===== src/rtl/stdcore_syncfifo_if.sv =====
// Producer/consumer handshake bundle for stdcore_syncfifo.
// The FIFO connects through the slave modport; the environment drives the master side.
interface stdcore_syncfifo_if #(
  parameter int unsigned DW    = 1,
  parameter int unsigned DEPTH = 2
);
  localparam int unsigned CW = $clog2(DEPTH + 1);

  logic [DW-1:0] p;
  logic          p_val;
  logic          p_rdy;
  logic [DW-1:0] c;
  logic          c_val;
  logic          c_rdy;
  logic [CW-1:0] cnt;
  logic          afull;
  logic          aempty;

  modport slave (
    input  p, p_val, c_rdy,
    output p_rdy, c, c_val, cnt, afull, aempty
  );

  modport master (
    output p, p_val, c_rdy,
    input  p_rdy, c, c_val, cnt, afull, aempty
  );
endinterface


===== src/rtl/stdcore_syncfifo.sv =====
// Single-clock FIFO with a registered output slot, a DEPTH-1 entry memory behind it,
// optional empty-FIFO bypass, occupancy count and almost-full/almost-empty flags.
module stdcore_syncfifo #(
  parameter int unsigned DW     = 1,
  parameter int unsigned DEPTH  = 2,
  parameter bit          BYPASS = 1'b1,
  parameter int unsigned AFULL  = DEPTH - 1,
  parameter int unsigned AEMPTY = 1
) (
  input logic                 clk,
  input logic                 arst,
  input logic                 clr,
  stdcore_syncfifo_if.slave   bus
);
  localparam int unsigned CW  = $clog2(DEPTH + 1);
  localparam int unsigned MD  = DEPTH - 1;
  localparam int unsigned AW  = (MD > 1) ? $clog2(MD) : 1;
  localparam int unsigned MCW = $clog2(DEPTH);

  if (DEPTH < 2) begin : g_bad_depth
    $fatal(1, "stdcore_syncfifo: DEPTH must be >= 2");
  end
  if (AFULL < 1 || AFULL > DEPTH) begin : g_bad_afull
    $fatal(1, "stdcore_syncfifo: AFULL must be in 1..DEPTH");
  end
  if (AEMPTY > DEPTH - 1) begin : g_bad_aempty
    $fatal(1, "stdcore_syncfifo: AEMPTY must be in 0..DEPTH-1");
  end

  logic [DW-1:0]  mem [MD];
  logic [AW-1:0]  wp_q, wp_d, rp_q, rp_d;
  logic [MCW-1:0] mcnt_q, mcnt_d;
  logic [CW-1:0]  cnt_q, cnt_d;
  logic [DW-1:0]  c_q, c_d;
  logic           c_val_q, c_val_d;
  logic           p_rdy_q, p_rdy_d;
  logic           afull_q, afull_d;
  logic           aempty_q, aempty_d;
  logic           push, pop, load, mem_rd, byp, mem_wr, mem_we;

  // Explicit wrap so any memory depth works, not only powers of two.
  function automatic logic [AW-1:0] ptr_inc(input logic [AW-1:0] ptr);
    return (ptr == AW'(MD - 1)) ? '0 : ptr + AW'(1);
  endfunction

  always_comb begin
    push   = bus.p_val & p_rdy_q;
    pop    = c_val_q & bus.c_rdy;
    load   = ~c_val_q | pop;
    mem_rd = load & (mcnt_q != '0);
    byp    = BYPASS & load & (mcnt_q == '0) & push;
    mem_wr = push & ~byp;

    wp_d    = wp_q;
    rp_d    = rp_q;
    mcnt_d  = mcnt_q;
    cnt_d   = cnt_q;
    c_d     = c_q;
    c_val_d = c_val_q;
    mem_we  = 1'b0;

    if (clr) begin
      wp_d    = '0;
      rp_d    = '0;
      mcnt_d  = '0;
      cnt_d   = '0;
      c_val_d = 1'b0;
    end else begin
      mem_we = mem_wr;
      if (mem_wr) begin
        wp_d = ptr_inc(wp_q);
      end
      if (mem_rd) begin
        rp_d    = ptr_inc(rp_q);
        c_d     = mem[rp_q];
        c_val_d = 1'b1;
      end else if (byp) begin
        c_d     = bus.p;
        c_val_d = 1'b1;
      end else if (pop) begin
        c_val_d = 1'b0;
      end

      unique case ({mem_wr, mem_rd})
        2'b10:   mcnt_d = mcnt_q + MCW'(1);
        2'b01:   mcnt_d = mcnt_q - MCW'(1);
        default: mcnt_d = mcnt_q;
      endcase

      unique case ({push, pop})
        2'b10:   cnt_d = cnt_q + CW'(1);
        2'b01:   cnt_d = cnt_q - CW'(1);
        default: cnt_d = cnt_q;
      endcase
    end

    // Flags track cnt_d so they are exact in the same cycle as cnt.
    afull_d  = (cnt_d >= CW'(AFULL));
    aempty_d = (cnt_d <= CW'(AEMPTY));
    p_rdy_d  = (cnt_d != CW'(DEPTH));
  end

  always_ff @(posedge clk or posedge arst) begin
    if (arst) begin
      wp_q     <= '0;
      rp_q     <= '0;
      mcnt_q   <= '0;
      cnt_q    <= '0;
      c_q      <= '0;
      c_val_q  <= 1'b0;
      p_rdy_q  <= 1'b1;
      afull_q  <= 1'b0;
      aempty_q <= 1'b1;
    end else begin
      wp_q     <= wp_d;
      rp_q     <= rp_d;
      mcnt_q   <= mcnt_d;
      cnt_q    <= cnt_d;
      c_q      <= c_d;
      c_val_q  <= c_val_d;
      p_rdy_q  <= p_rdy_d;
      afull_q  <= afull_d;
      aempty_q <= aempty_d;
    end
  end

  // Storage array carries no reset.
  always_ff @(posedge clk) begin
    if (mem_we) begin
      mem[wp_q] <= bus.p;
    end
  end

  assign bus.p_rdy  = p_rdy_q;
  assign bus.c      = c_q;
  assign bus.c_val  = c_val_q;
  assign bus.cnt    = cnt_q;
  assign bus.afull  = afull_q;
  assign bus.aempty = aempty_q;
endmodule


===== src/flat_wrapper.sv =====
// flat-port wrapper written by rule: the top's interface ports become plain ports
module stdcore_syncfifo_flat 
#(
  parameter int unsigned DW     = 1,
  parameter int unsigned DEPTH  = 2,
  parameter bit          BYPASS = 1'b1,
  parameter int unsigned AFULL  = DEPTH - 1,
  parameter int unsigned AEMPTY = 1
)
  (clk, arst, clr, bus_p, bus_p_val, bus_c_rdy, bus_p_rdy, bus_c, bus_c_val, bus_cnt, bus_afull, bus_aempty);
  stdcore_syncfifo_if #(.DW(DW), .DEPTH(DEPTH)) bus_i ();
  input logic clk;
  input logic arst;
  input logic clr;
  input wire logic [$bits(bus_i.p)-1:0] bus_p;
  input wire logic [$bits(bus_i.p_val)-1:0] bus_p_val;
  input wire logic [$bits(bus_i.c_rdy)-1:0] bus_c_rdy;
  output wire logic [$bits(bus_i.p_rdy)-1:0] bus_p_rdy;
  output wire logic [$bits(bus_i.c)-1:0] bus_c;
  output wire logic [$bits(bus_i.c_val)-1:0] bus_c_val;
  output wire logic [$bits(bus_i.cnt)-1:0] bus_cnt;
  output wire logic [$bits(bus_i.afull)-1:0] bus_afull;
  output wire logic [$bits(bus_i.aempty)-1:0] bus_aempty;
  assign bus_i.p = bus_p;
  assign bus_i.p_val = bus_p_val;
  assign bus_i.c_rdy = bus_c_rdy;
  assign bus_p_rdy = bus_i.p_rdy;
  assign bus_c = bus_i.c;
  assign bus_c_val = bus_i.c_val;
  assign bus_cnt = bus_i.cnt;
  assign bus_afull = bus_i.afull;
  assign bus_aempty = bus_i.aempty;
  stdcore_syncfifo #(.DW(DW), .DEPTH(DEPTH), .BYPASS(BYPASS), .AFULL(AFULL), .AEMPTY(AEMPTY)) u_core (.clk(clk), .arst(arst), .clr(clr), .bus(bus_i));
endmodule

===== config.mk =====
export PLATFORM = sky130hd
export DESIGN_NAME = stdcore_syncfifo_flat
export DESIGN_NICKNAME = d
export VERILOG_FILES = /design/src/rtl/stdcore_syncfifo_if.sv /design/src/rtl/stdcore_syncfifo.sv /design/src/flat_wrapper.sv
export SDC_FILE = /design/constraint.sdc
export NUM_CORES = 1
export LEC_CHECK = 0
export BUFFER_PORTS_ARGS = -buffer_cell sky130_fd_sc_hd__buf_2
export CELL_PAD_IN_SITES_DETAIL_PLACEMENT = 1
export CELL_PAD_IN_SITES_GLOBAL_PLACEMENT = 1
export CORE_AREA = 2 2 39 41
export CTS_BUF_LIST = sky130_fd_sc_hd__clkbuf_16
export CTS_CLUSTER_DIAMETER = 120
export DETAILED_ROUTE_END_ITERATION = 16
export DIE_AREA = 0 0 41 43
export HOLD_SLACK_MARGIN = 0.05
export MAX_ROUTING_LAYER = met4
export PLACE_DENSITY = 0.81
export SLEW_MARGIN = 10
export SYNTH_ARGS = -nofsm -noshare
export SYNTH_HDL_FRONTEND = slang
export SYNTH_SLANG_ARGS = --single-unit

===== constraint.sdc =====
create_clock -name clk -period 2.05 [get_ports clk]
set_input_delay 0.1025 -clock clk [delete_from_list [all_inputs] [get_ports clk]]
set_output_delay 0.1025 -clock clk [all_outputs]
set_load 0.005 [all_outputs]

After elaboration in Yosys (flattened, before gate mapping)
Memories as Yosys holds them, arrays and structs flattened. Index checks and enable logic that the tools add are counted.

Bits of input ports: 6. Memory bits (writable): 1. Output and inout port bits: 7. Bits in registers: 8. Memories: 1. Word-level logic and storage cells: 47.

$add $sub $neg: 4. Magnitude comparators: 2. Bitwise operators: 11. Equality and inequality tests: 5. Reductions and logical operators: 4. Mux-type cells: 13.

Memories: u_core.mem (depth 1, bits a word 1, read ports 1, clocked after memory_dff 0, write ports 1, line stdcore_syncfifo.sv:30) `logic [DW-1:0] mem [MD];`.

Operators by type and width (count): 2-to-1 mux 1 bit (10); AND 1 bit (6); == test 2 x 1 -> 1 bit (second input constant) (2); == test 2 bit (second input constant) (2); NOT 1 bit (4); case mux 2 bit (2 select lines) (1); nonzero test 4 bit (1); nonzero test 3 bit (1); adder 2 x 1 -> 2 bit (second input constant) (1); >= comparator 2 x 1 -> 1 bit (second input constant) (1); <= comparator 2 x 1 -> 1 bit (second input constant) (1); 2-to-1 mux 2 bit (1); inequality test 2 bit (second input constant) (1); case mux 1 bit (2 select lines) (1); AND reduction 2 bit (1); nonzero test 2 bit (1); subtractor 2 x 1 -> 2 bit (second input constant) (1); adder 1 bit (second input constant) (1); OR 1 bit (1); subtractor 1 bit (second input constant) (1).

Longest topological paths before layout
Gate-level depths: netlist of run 1.

Word-level depth: 9. Depth in mapped cells: 5. Mapped depth without buffers: 5.

Worst setup path before layout of run 1
OpenSTA, ideal clock, no wires.

Kind: flip-flop to flip-flop. From: register u_core.p_rdy_q, in the netlist u_core.bus.p_rdy. To: register u_core.cnt_q[1], in the netlist u_core.bus.cnt[1]. Arrival time: 1.478 ns. Clock period less this slack: 1.606 ns. Required time: 1.922 ns. Path buffers: 0. Stages on the path, launching flop included: 5. Library setup time: 0.128 ns. Setup slack: 0.444 ns. Cells stage by stage: dfstp_2 > nand2_1 > ha_1 > nor2_2 > mux2_1.

Word-level cells in the longest chain between the ends: 4. Elaborated cells on any way between the ends: 5. Classes of those cells: 2 x eq/ne; 2 x mux; 1 x bitwise.

Ends and longest elaborated chain: from (decl) (line stdcore_syncfifo.sv:36) `logic p_rdy_q, p_rdy_d;`; from (signal assigned) (line stdcore_syncfifo.sv:121) `p_rdy_q <= p_rdy_d;`; AND 1 bit (*) (line stdcore_syncfifo.sv:47) `push = bus.p_val & p_rdy_q;`; == test 2 x 1 -> 1 bit or == test 2 bit (tied branches) (line stdcore_syncfifo.sv:90) `unique case ({push, pop})`; case mux 2 bit (2 select lines) (*) (line stdcore_syncfifo.sv:90); 2-to-1 mux 2 bit (*) (line stdcore_syncfifo.sv:62) `if (clr) begin`; via u_core.cnt_d[1] (line stdcore_syncfifo.sv:33) `logic [CW-1:0] cnt_q, cnt_d;`; to (signal assigned) (line stdcore_syncfifo.sv:118) `cnt_q <= cnt_d;`; to (decl) (line stdcore_syncfifo.sv:33).

Mark *: on every way through the listed nets, which the timed path passes. The rest lies on a longest branch. A chain may end at the register's enable or synchronous reset.

Worst setup path after layout of run 1
Same ends and word-level chain as after synthesis.

==> impl_metrics.yaml, run 1 <==
sta:
  max_freq_mhz: 584.2
  fin_worst_hold_slack_ps: 72.55
  setup-violations-final: 0
  crit_path_time_final_ps: 1712
  final-hold-violation-count: 0
  slew_headroom_pct: 77.73
  tns_ps: 0
  timing_worst_slew_pin_value_ps: 333.4
  unrepaired_setup_endpoints_after_global_routing: "no"
  timing_max_transition_violations_final: 0
  clock-skew-final_ps: 3.032
  tcrit_tclk_final_pct: 83.50
yosys:
  register_area_share_after_synthesis_pct: 51.52
  asyncSetResetFlopFracSynth_pct: 88.89
  synth.net_count: 49
  synth_seq_cells: 9
  synth.mux.area_fraction_pct: 4.709
  ys.warnings.count: 0
  yosys.area_share.adder_pct: 2.770
  synth_top_area_cells: "sky130_fd_sc_hd__dfrtp_1 (33%), sky130_fd_sc_hd__dfstp_2 (12%), sky130_fd_sc_hd__edfxtp_1 (6.6%)"
  syn-instance-count: 42
  largest_family_of_logic_cells_by_synthesized_area: "simple AND/OR/NAND/NOR gates"
  leading_register_cell_type_out_of_synthesis: "sky130_fd_sc_hd__dfrtp_1"
  synth.cell_area_um2: 451.7
  synth_compound_gate_area_share_pct: 12.19
  fraction_of_synthesized_cell_area_in_xor_and_xnor_cells_pct: 7.756
  synth_cell_type_count: 25
  synth_top_area_share_pct: 33.24
  synth.largest_area_cell: "sky130_fd_sc_hd__dfrtp_1"
  yosys.area_share.simple_pct: 19.11
  syn_area_per_cell_um2: 10.75
  synth_enable_flop_cells: 1
worst_setup_path:
  cp.required_ps: 2160
  critical_path.reg2reg.startpoint: "u_core.bus.p_rdy$_DFF_PP1_"
  critical_path_peak_fanout: 6
  critical_path.endpoint_type: "register"
  cp.arrival_ps: 1820
  timing_worst_setup_path_type: "register to register"
  r2r_cell_count: 4
  setup.worst_path.start: "u_core.bus.p_rdy$_DFF_PP1_"
  cp-start-kind: "register"
clock_tree:
  clockBufferDepth: 2
  ctsRootBufferMaster: "sky130_fd_sc_hd__clkbuf_16"
  clkSlewWorstSetupHoldPaths_ps: 40
  cts_sinks: 9
  cts_tree: "done"
  insertion_delay_ps: 230
  tritoncts_buffers: 3
  level_count_of_the_clock_h_tree: 1
  post_cts_resize_count: 0
layout:
  fin_area_um2: 615.6
  final_cell_count_without_fillers: 74
  drive_gt1_share_pct: 31.03
  multi_input_area_um2: 210.2
  postLayoutCoreUtil_pct: 44.48
  num-fill-cells: 157
  antenna-diode-count: 0
  area.sequential_um2: 232.7
  syn_to_final_growth_pct: 36.29
  nets: 66
die:
  die_h_um: 43
  dieWidth_um: 41
  top_level_ports: 13
  core_um2: 1384
  initial_utilization_pct: 32.64
  floorplan.rows: 14
  die-area_um2: 1763
global_route:
  globalRouteTotalUtil_pct: 14.70
  grt_pass1_vias: 380
  antenna_violations_before_repair: 0
  globalRoute.totalOverflow: 0
  grt_pass1_wl_um: 1635
  grt_max_degree: 11
drt:
  length_of_the_first_detailed_routing_pass_in_iterations: 3
  avgRoutedWirePerCell_um: 13.20
  antenna_violating_nets_post_route: 0
  initialDrtViolationCount: 5
  route.final.wire_length_um: 977
  route.vias.total: 374
  routed_via_density: 5.054
  drt_drc: 0
worst_hold_path:
  worst_hold_path.num_cells: 1
  hold_path.class: "primary input to register"
  hold_path_startpoint: "bus_p"
placement:
  placement.io_buffers: 12
  hpwl_um: 704.3
  gp_congestion: 0.7352
  post_dp_area_um2: 526.8
  cells_after_dpl: 69
power_and_ir_drop:
  vdd.ir_drop.worst_v: 0.0004871
  p_leak_uw: 0.0002781
  powerDensity_nw_per_um2: 1119
run_status:
  status: "finished, final reports clean"
flow_run:
  cap_violations: 0
final timing paths:
path / endpoint / slack, ps
setup / recovery: u_core.bus.cnt[1]$_DFF_PP0_ / 340
min in group asynchronous: u_core.bus.c$_DFFE_PP0P_ / 380
hold / removal: u_core.mem[0]$_DFFE_PP_ / 70
max in group asynchronous: u_core.bus.p_rdy$_DFF_PP1_ / 1380
setup reg to reg: u_core.bus.cnt[1]$_DFF_PP0_ / 340
hold reg to reg: u_core.bus.c$_DFFE_PP0P_ / 540
registers in the layout, indices dropped and copies added, names as in the netlist:
signal and count:
u_core.bus.cnt 2, u_core.bus.aempty 1, u_core.bus.afull 1, u_core.bus.c 1, u_core.bus.c_val 1, u_core.bus.p_rdy 1
u_core.mcnt_q 1, u_core.mem 1
critical path, cell delays in order (launching register included):
cell and delay, ps:
sky130_fd_sc_hd__dfstp_2 540, sky130_fd_sc_hd__nand2_1 140, sky130_fd_sc_hd__ha_1 400, sky130_fd_sc_hd__nor2_2 180
sky130_fd_sc_hd__mux2_1 330
synth_stat cells (2+ instances only):
cell / n
sky130_fd_sc_hd__dfrtp_1: 6
sky130_fd_sc_hd__nor2_1: 5
sky130_fd_sc_hd__a211oi_1: 2
sky130_fd_sc_hd__a21oi_1: 2
sky130_fd_sc_hd__dfstp_2: 2
sky130_fd_sc_hd__nand3b_1: 2
sky130_fd_sc_hd__nor2b_1: 2
sky130_fd_sc_hd__nor3_1: 2
sky130_fd_sc_hd__xnor2_1: 2
sky130_fd_sc_hd__xor2_1: 2
timing repair:
item                      CTS  global route
setup buffers               0             0
hold buffers                1             0
hold endpoints to repair    6             0
logic make-up after synthesis:
group                      after synthesis
AOI/OAI and AO/OA                        8
xor gates and xnor gates                 4
adders and majority gates                1
buffers and inverters                    2
DFF                                      9
muxes                                    2
and+or+nand+nor                         16
cell type report:
class / count / share of cell area (%)
clock buffers: 3 / 12.20
clock inverters: 1 / 0.6098
inverters: 1 / 0.6098
multi-input cells: 31 / 34.15
flip-flops and latches: 9 / 37.80
well taps: 16 / 3.252
repair buffers: 13 / 11.38
per-stage QoR:
step | setup slack [ps] | power (uW)
5_1_grt | 229.4 | 730.6
3_3_place_gp | 397.5 | 354.1
6_report | 338.3 | 689.0
2_1_floorplan | 444.3 | 312.5
4_1_cts | 334.0 | 699.0
3_5_place_dp | 363.7 | 356.8
report_power, final:
part	switching, uW	internal (uW)	total [uW]
combinational	59.7	62.5	122
sequential	23.3	211	234
clock	78.4	254	333
layout by cell type (no fill, tap or decap), types with 2 or more instances in the layout:
cell                        synthesis  routed
sky130_fd_sc_hd__nor2b_1            2       2
sky130_fd_sc_hd__buf_2              1      12
sky130_fd_sc_hd__nand3b_1           2       2
sky130_fd_sc_hd__a21oi_1            2       2
sky130_fd_sc_hd__xor2_1             2       2
sky130_fd_sc_hd__dfstp_2            2       2
sky130_fd_sc_hd__nor3_1             2       2
sky130_fd_sc_hd__xnor2_1            2       2
sky130_fd_sc_hd__clkbuf_16          0       3
sky130_fd_sc_hd__inv_1              1       2
sky130_fd_sc_hd__dfrtp_1            6       6
sky130_fd_sc_hd__nor2_1             5       5
sky130_fd_sc_hd__a211oi_1           2       2
routing by layer:
layer,track usage (%),vias to the layer above,wire length [um]
li1,-,180,-
met1,17.38,178,465
met2,20.31,12,435
met3,4.712,4,52
met4,10.00,0,23
met5,-,-,0
Power figures use the tool's default switching activity.
==> inputs of run 2 (changes only) <==
clock period = 1.6 ns   (was 2.05 ns; I/O delays follow)
==> run 2 against run 1 <==
Effect of this change: utilization rose by 2.9 points; first-iteration DRC count stayed put; largest cell class unchanged; worst hold slack improved by 80 ps; clock skew decreased by 2.7 ps; critical path depth is 1 higher; cell count increased by 4.1%; highest routed layer unchanged.
==> impl_metrics.yaml, run 2 (synthesis gave the netlist of run 1 again) <==
layout:
  syn_to_final_growth_pct: 45.15
  layout_common_cells: "sky130_fd_sc_hd__buf_2 (12), sky130_fd_sc_hd__dfrtp_1 (6), sky130_fd_sc_hd__nor2_1 (5), sky130_fd_sc_hd__clkbuf_16 (3)"
  layout_commonest_cell: "sky130_fd_sc_hd__buf_2"
  drive_gt1_share_pct: 36.07
  largest_register_ffs: 2
  antenna-diode-count: 0
  postLayoutCoreUtil_pct: 47.38
  nets: 69
placement:
  hpwl_um: 794.6
  gp_congestion: 0.7024
  placement.io_buffers: 12
sta:
  crit_path_time_final_ps: 1551
  timing_max_transition_violations_final: 0
  timing_worst_slew_pin_value_ps: 358.0
  tns_ps: 0
  tcrit_tclk_final_pct: 96.92
  slew_headroom_pct: 76.08
  clock-skew-final_ps: 0.3095
  final-hold-violation-count: 0
  setup-violations-final: 0
  unrepaired_setup_endpoints_after_global_routing: "no"
  max_freq_mhz: 644.9
worst_hold_path:
  hold-path-endpoint: "u_core.bus.c_val$_DFFE_PP0P_"
  hold_path_startpoint: "clr"
  hold_path.class: "primary input to register"
  worst_hold_path.num_cells: 2
clock_tree:
  clkSlewWorstSetupHoldPaths_ps: 40
  level_count_of_the_clock_h_tree: 1
  tritoncts_buffers: 3
  ctsRootBufferMaster: "sky130_fd_sc_hd__clkbuf_16"
  clockBufferDepth: 2
  insertion_delay_ps: 230
  cts_sinks: 9
  cts_tree: "done"
power_and_ir_drop:
  vdd.ir_drop.worst_v: 0.0007038
  overall_power_after_layout_uw: 911.7
  p_leak_uw: 0.0002904
  powerDensity_nw_per_um2: 1391
worst_setup_path:
  critical_path_peak_fanout: 3
  critical_path.slowest_cell: "sky130_fd_sc_hd__dfstp_2"
  cp.arrival_ps: 1660
  timing_worst_setup_path_type: "register to register"
  cp.required_ps: 1710
  critical_path.endpoint_type: "register"
  worst_path_largest_cell_delay_ps: 550
  timing.rr.end: "u_core.bus.cnt[1]$_DFF_PP0_"
  critical_path.reg2reg.startpoint: "u_core.bus.p_rdy$_DFF_PP1_"
  cp-start-kind: "register"
  r2r_cell_count: 5
  r2r_setup_slack_ps: 50
  ordered_cell_list_for_the_critical_path: "nand2_2 -> ha_4 -> xnor2_1 -> nor2_2 -> mux2_1"
die:
  die_h_um: 43
  top_level_ports: 13
  dieWidth_um: 41
  die-area_um2: 1763
  initial_utilization_pct: 32.64
  floorplan.rows: 14
  core_um2: 1384
drt:
  antenna_violating_nets_post_route: 0
  initialDrtViolationCount: 5
  routed_via_density: 4.987
  avgRoutedWirePerCell_um: 13.94
  drt_drc: 0
  length_of_the_first_detailed_routing_pass_in_iterations: 2
  route.vias.total: 384
  route.final.wire_length_um: 1073
global_route:
  globalRouteTotalUtil_pct: 15.07
  antenna_violations_before_repair: 0
  grt_use_met1_pct: 16.28
  grt_pass1_wl_um: 1656
  globalRoute.totalOverflow: 0
  met2_usage_pct: 22.50
  grt_pass1_vias: 383
  grt.busiest_layer: "met2"
  met3_usage_pct: 6.283
  grt_max_degree: 11
run_status:
  status: "finished, final reports clean"
flow_run:
  cap_violations: 0
==> run 2: final cells by class <==
| class | count | area (um^2) |
|---|---|---|
| Sequential cell | 9 | 232.7 |
| Fill cell | 160 | 728.2 |
| Multi-Input combinational cell | 31 | 225.2 |
| Clock buffer | 3 | 75.07 |
| Clock inverter | 1 | 3.754 |
| Inverter | 1 | 3.754 |
| Tap cell | 16 | 20.02 |
| Timing Repair Buffer | 16 | 95.09 |
==> run 2: power by group <==
group	total (uW)	switching, uW	internal [uW]
sequential	302	31.1	271
combinational	177	81.1	95.7
clock	433	107	326
total	912	219	692
==> run 2: metrics by stage <==
step / hold slack, ps / cells / instance area (um^2) / setup WS [ps]
finish: 152.6 / 77 / 655.6 / 49.34
global route: 175.7 / 77 / 655.6 / 4.317
CTS: 150.2 / 76 / 645.6 / 21.71
detailed placement: 45.67 / 70 / 546.8 / 33.38
global placement: 33.47 / 70 / 546.8 / 91.07
floorplan: -105.8 / 42 / 464.2 / 48.17
==> run 2: metal layers <==
layer | wire (um) | vias up
li1 | - | 185
met1 | 468 | 186
met2 | 537 | 11
met3 | 45 | 2
met4 | 21 | 0
met5 | 0 | -
==> run 2: worst max path at each step <==
stage | from | end | slack (ps) | cells past startpoint
2_1_floorplan | u_core.bus.p_rdy$_DFF_PP1_ | u_core.bus.cnt[1]$_DFF_PP0_ | 50 | 5
3_3_place_gp | u_core.bus.p_rdy$_DFF_PP1_ | u_core.bus.cnt[1]$_DFF_PP0_ | 90 | 5
3_5_place_dp | u_core.bus.p_rdy$_DFF_PP1_ | u_core.bus.cnt[1]$_DFF_PP0_ | 30 | 5
4_1_cts | u_core.bus.p_rdy$_DFF_PP1_ | u_core.bus.cnt[1]$_DFF_PP0_ | 20 | 5
5_1_grt | u_core.bus.p_rdy$_DFF_PP1_ | u_core.bus.cnt[1]$_DFF_PP0_ | 4 | 5
6_report | u_core.bus.p_rdy$_DFF_PP1_ | u_core.bus.cnt[1]$_DFF_PP0_ | 50 | 5
==> run 2: timing repair <==
action | 4_1_cts | 5_1_grt
hold buffers | 2 | 0
setup endpoints to repair | 0 | 1
resized for setup | 0 | 1
setup buffers | 0 | 1
hold endpoints to repair | 7 | 0
==> run 2: worst max-delay path: cells and delay by family, from the launching register on <==
kind,cells,cell delay [ps]
simple gates,2,250
xor+xnor,1,130
fa+ha+maj,1,170
mux,1,330
flops,1,550
==> inputs of run 3 (changes only) <==
ABC_AREA = 1   (was unset)
CORE_AREA = unset   (was 2 2 39 41)
CORE_MARGIN = 2   (was unset)
CORE_UTILIZATION = 34   (was unset)
DIE_AREA = unset   (was 0 0 41 43)
GPL_TIMING_DRIVEN = 0   (was unset)
PLACE_DENSITY = 0.84   (was 0.81)
==> run 3 against run 2 <==
Effect of this change: largest cell class unchanged; via count grew 2.6%; synthesized cell count grew 33%; register-to-register slack gained 110 ps; critical endpoint is now u_core.bus.afull$_DFF_PP0_.
==> impl_metrics.yaml, run 3 <==
sta:
  unrepaired_setup_endpoints_after_global_routing: "no"
  fin_worst_hold_slack_ps: 184.8
  max_freq_mhz: 696.5
  timing_max_transition_violations_final: 0
  slew_headroom_pct: 80.84
  timing_worst_slew_pin_value_ps: 287.1
  final-hold-violation-count: 0
  clock-skew-final_ps: 0.4687
  crit_path_time_final_ps: 1436
  tcrit_tclk_final_pct: 89.74
  setup-violations-final: 0
  tns_ps: 0
yosys:
  synth.largest_area_cell: "sky130_fd_sc_hd__dfrtp_1"
  register_area_share_after_synthesis_pct: 50.41
  synth_seq_cells: 9
  synthMostInstantiatedCell: "sky130_fd_sc_hd__nand2_1"
  syn-instance-count: 56
  ys.warnings.count: 0
  synth_top_area_share_pct: 32.52
  synth_common_cells: "sky130_fd_sc_hd__nand2_1 (13), sky130_fd_sc_hd__inv_1 (12), sky130_fd_sc_hd__dfrtp_1 (6), sky130_fd_sc_hd__nand2_2 (5)"
  synth_cell_type_count: 15
  synth.net_count: 63
  leading_register_cell_type_out_of_synthesis: "sky130_fd_sc_hd__dfrtp_1"
  asyncSetResetFlopFracSynth_pct: 88.89
  synth_enable_flop_cells: 1
  synth_top_area_cells: "sky130_fd_sc_hd__dfrtp_1 (33%), sky130_fd_sc_hd__dfstp_2 (11%), sky130_fd_sc_hd__nand2_1 (11%)"
  syn_area_per_cell_um2: 8.245
  synth.cell_area_um2: 461.7
placement:
  placement.io_buffers: 12
  gp_congestion: 0.7140
  hpwl_um: 780
worst_setup_path:
  cp-start-kind: "register"
  timing_worst_setup_path_type: "register to register"
  cp.arrival_ps: 1550
  critical_path.endpoint_type: "register"
  r2r_cell_count: 6
  critical_path.reg2reg.startpoint: "u_core.bus.p_rdy$_DFF_PP1_"
  r2r_setup_slack_ps: 160
  cp.required_ps: 1720
  critical_path_peak_fanout: 4
  timing.rr.end: "u_core.bus.afull$_DFF_PP0_"
power_and_ir_drop:
  power_report.internal_total_uw: 651.3
  pwr-share-clk_pct: 50.0
  power.share.switching_pct: 22.99
  power.net_switching_uw: 194.5
  powerDensity_nw_per_um2: 1323
  pwr-share-comb_pct: 16.2
  vdd.ir_drop.worst_v: 0.0007881
  p_leak_uw: 0.0003543
  seqPwrFrac_pct: 33.8
layout:
  drive_gt1_share_pct: 35.14
  largest_register_ffs: 2
  nets: 82
  antenna-diode-count: 0
  syn_to_final_growth_pct: 38.48
  layout_common_cells: "sky130_fd_sc_hd__inv_1 (13), sky130_fd_sc_hd__nand2_1 (13), sky130_fd_sc_hd__buf_2 (12), sky130_fd_sc_hd__dfrtp_1 (6), sky130_fd_sc_hd__nand2_2 (5)"
global_route:
  grt_max_degree: 9
  antenna_violations_before_repair: 0
  grt_pass1_vias: 406
  globalRouteTotalUtil_pct: 15.65
  globalRoute.totalOverflow: 0
  grt_pass1_wl_um: 1607
die:
  top_level_ports: 13
  die_h_um: 40.85
  initial_utilization_pct: 35.93
  dieWidth_um: 40.85
  core_um2: 1285
  floorplan.rows: 13
  die-area_um2: 1669
clock_tree:
  ctsRootBufferMaster: "sky130_fd_sc_hd__clkbuf_16"
  clockBufferDepth: 2
  clkSlewWorstSetupHoldPaths_ps: 40
  cts_sinks: 9
  cts_tree: "done"
  level_count_of_the_clock_h_tree: 1
  insertion_delay_ps: 230
  tritoncts_buffers: 3
drt:
  routed_via_density: 4.427
  antenna_violating_nets_post_route: 0
  route.final.wire_length_um: 905
  avgRoutedWirePerCell_um: 10.17
  initialDrtViolationCount: 4
  route.vias.total: 394
  drt_drc: 0
  length_of_the_first_detailed_routing_pass_in_iterations: 2
flow_run:
  cap_violations: 0
worst_hold_path:
  hold_path.class: "primary input to register"
  hold-path-endpoint: "u_core.bus.c_val$_DFFE_PP0P_"
  hold_path_startpoint: "bus_c_rdy"
  worst_hold_path.num_cells: 4
run_status:
  status: "finished, final reports clean"
[run 3: power groups by stage]
stage	combinational (uW)	clock [uW]	sequential [uW]
after floorplan	80.1	0	292
after global placement	131	0	289
after detailed placement	136	0	290
after CTS	141	434	287
after global routing	161	448	291
final	137	423	286
[run 3: logic make-up (layout without fill, tap and decap cells)]
logic type | count (synthesis) | in the layout | share of synthesized area, %
AOI/OAI and AO/OA | 2 | 2 | 2.980
adders and majority gates | 1 | 1 | 2.710
buffers and inverters | 13 | 31 | 10.57
DFF | 9 | 9 | 50.41
and+or+nand+nor | 31 | 31 | 33.33
[run 3: metrics by stage]
stage                     util (%)  instances  power, uW  area [um^2]  setup WS (ps)
after global routing         49.76         89      899.9        639.4          32.74
after floorplan                  -         56      371.7        461.7          236.4
after global placement       42.06         83      419.7        540.5          177.8
after detailed placement     42.06         83      426.1        540.5          156.2
after CTS                    49.76         89      861.4        639.4          151.2
final                        49.76         89      845.7        639.4          164.2
[run 3: worst max-delay path by stage]
stage / startpoint / to / slack [ps] / cells after the start
2_1_floorplan: u_core.bus.p_rdy$_DFF_PP1_ / u_core.bus.afull$_DFF_PP0_ / 240 / 6
5_1_grt: u_core.bus.p_rdy$_DFF_PP1_ / u_core.bus.afull$_DFF_PP0_ / 30 / 6
3_3_place_gp: u_core.bus.p_rdy$_DFF_PP1_ / u_core.bus.afull$_DFF_PP0_ / 180 / 6
3_5_place_dp: u_core.bus.p_rdy$_DFF_PP1_ / u_core.bus.cnt[1]$_DFF_PP0_ / 160 / 6
6_report: u_core.bus.p_rdy$_DFF_PP1_ / u_core.bus.afull$_DFF_PP0_ / 160 / 6
4_1_cts: u_core.bus.p_rdy$_DFF_PP1_ / u_core.bus.cnt[1]$_DFF_PP0_ / 150 / 6
[run 3: what timing repair did]
| action | in CTS | in global routing |
|---|---|---|
| setup buffers | 0 | 0 |
| hold buffers | 2 | 0 |
| resized for setup | 0 | 0 |
| endpoints found under the hold margin | 7 | 0 |
[run 3: per-layer routing]
layer	up-vias	GRT usage [%]	wire length, um
met5	-	-	0
met4	0	10.00	14
met3	2	1.630	24
met2	7	25.39	455
met1	179	18.28	411
li1	206	-	-
[run 3: area by class of cell]
| class | count | area, um^2 |
|---|---|---|
| Sequential cell | 9 | 232.7 |
| Multi-Input combinational cell | 34 | 180.2 |
| Timing Repair Buffer | 14 | 80.08 |
| Tap cell | 15 | 18.77 |
| Clock buffer | 3 | 75.07 |
| Inverter | 13 | 48.80 |
| Fill cell | 163 | 645.6 |
| Clock inverter | 1 | 3.754 |
[run 3: critical path: stages, from the launching register on]
cell                      delay [ps]
sky130_fd_sc_hd__dfstp_2         530
sky130_fd_sc_hd__nand2_2          80
sky130_fd_sc_hd__ha_1            290
sky130_fd_sc_hd__inv_1           100
sky130_fd_sc_hd__nand4_1         150
sky130_fd_sc_hd__nand3_2         130
sky130_fd_sc_hd__nand2_2          40
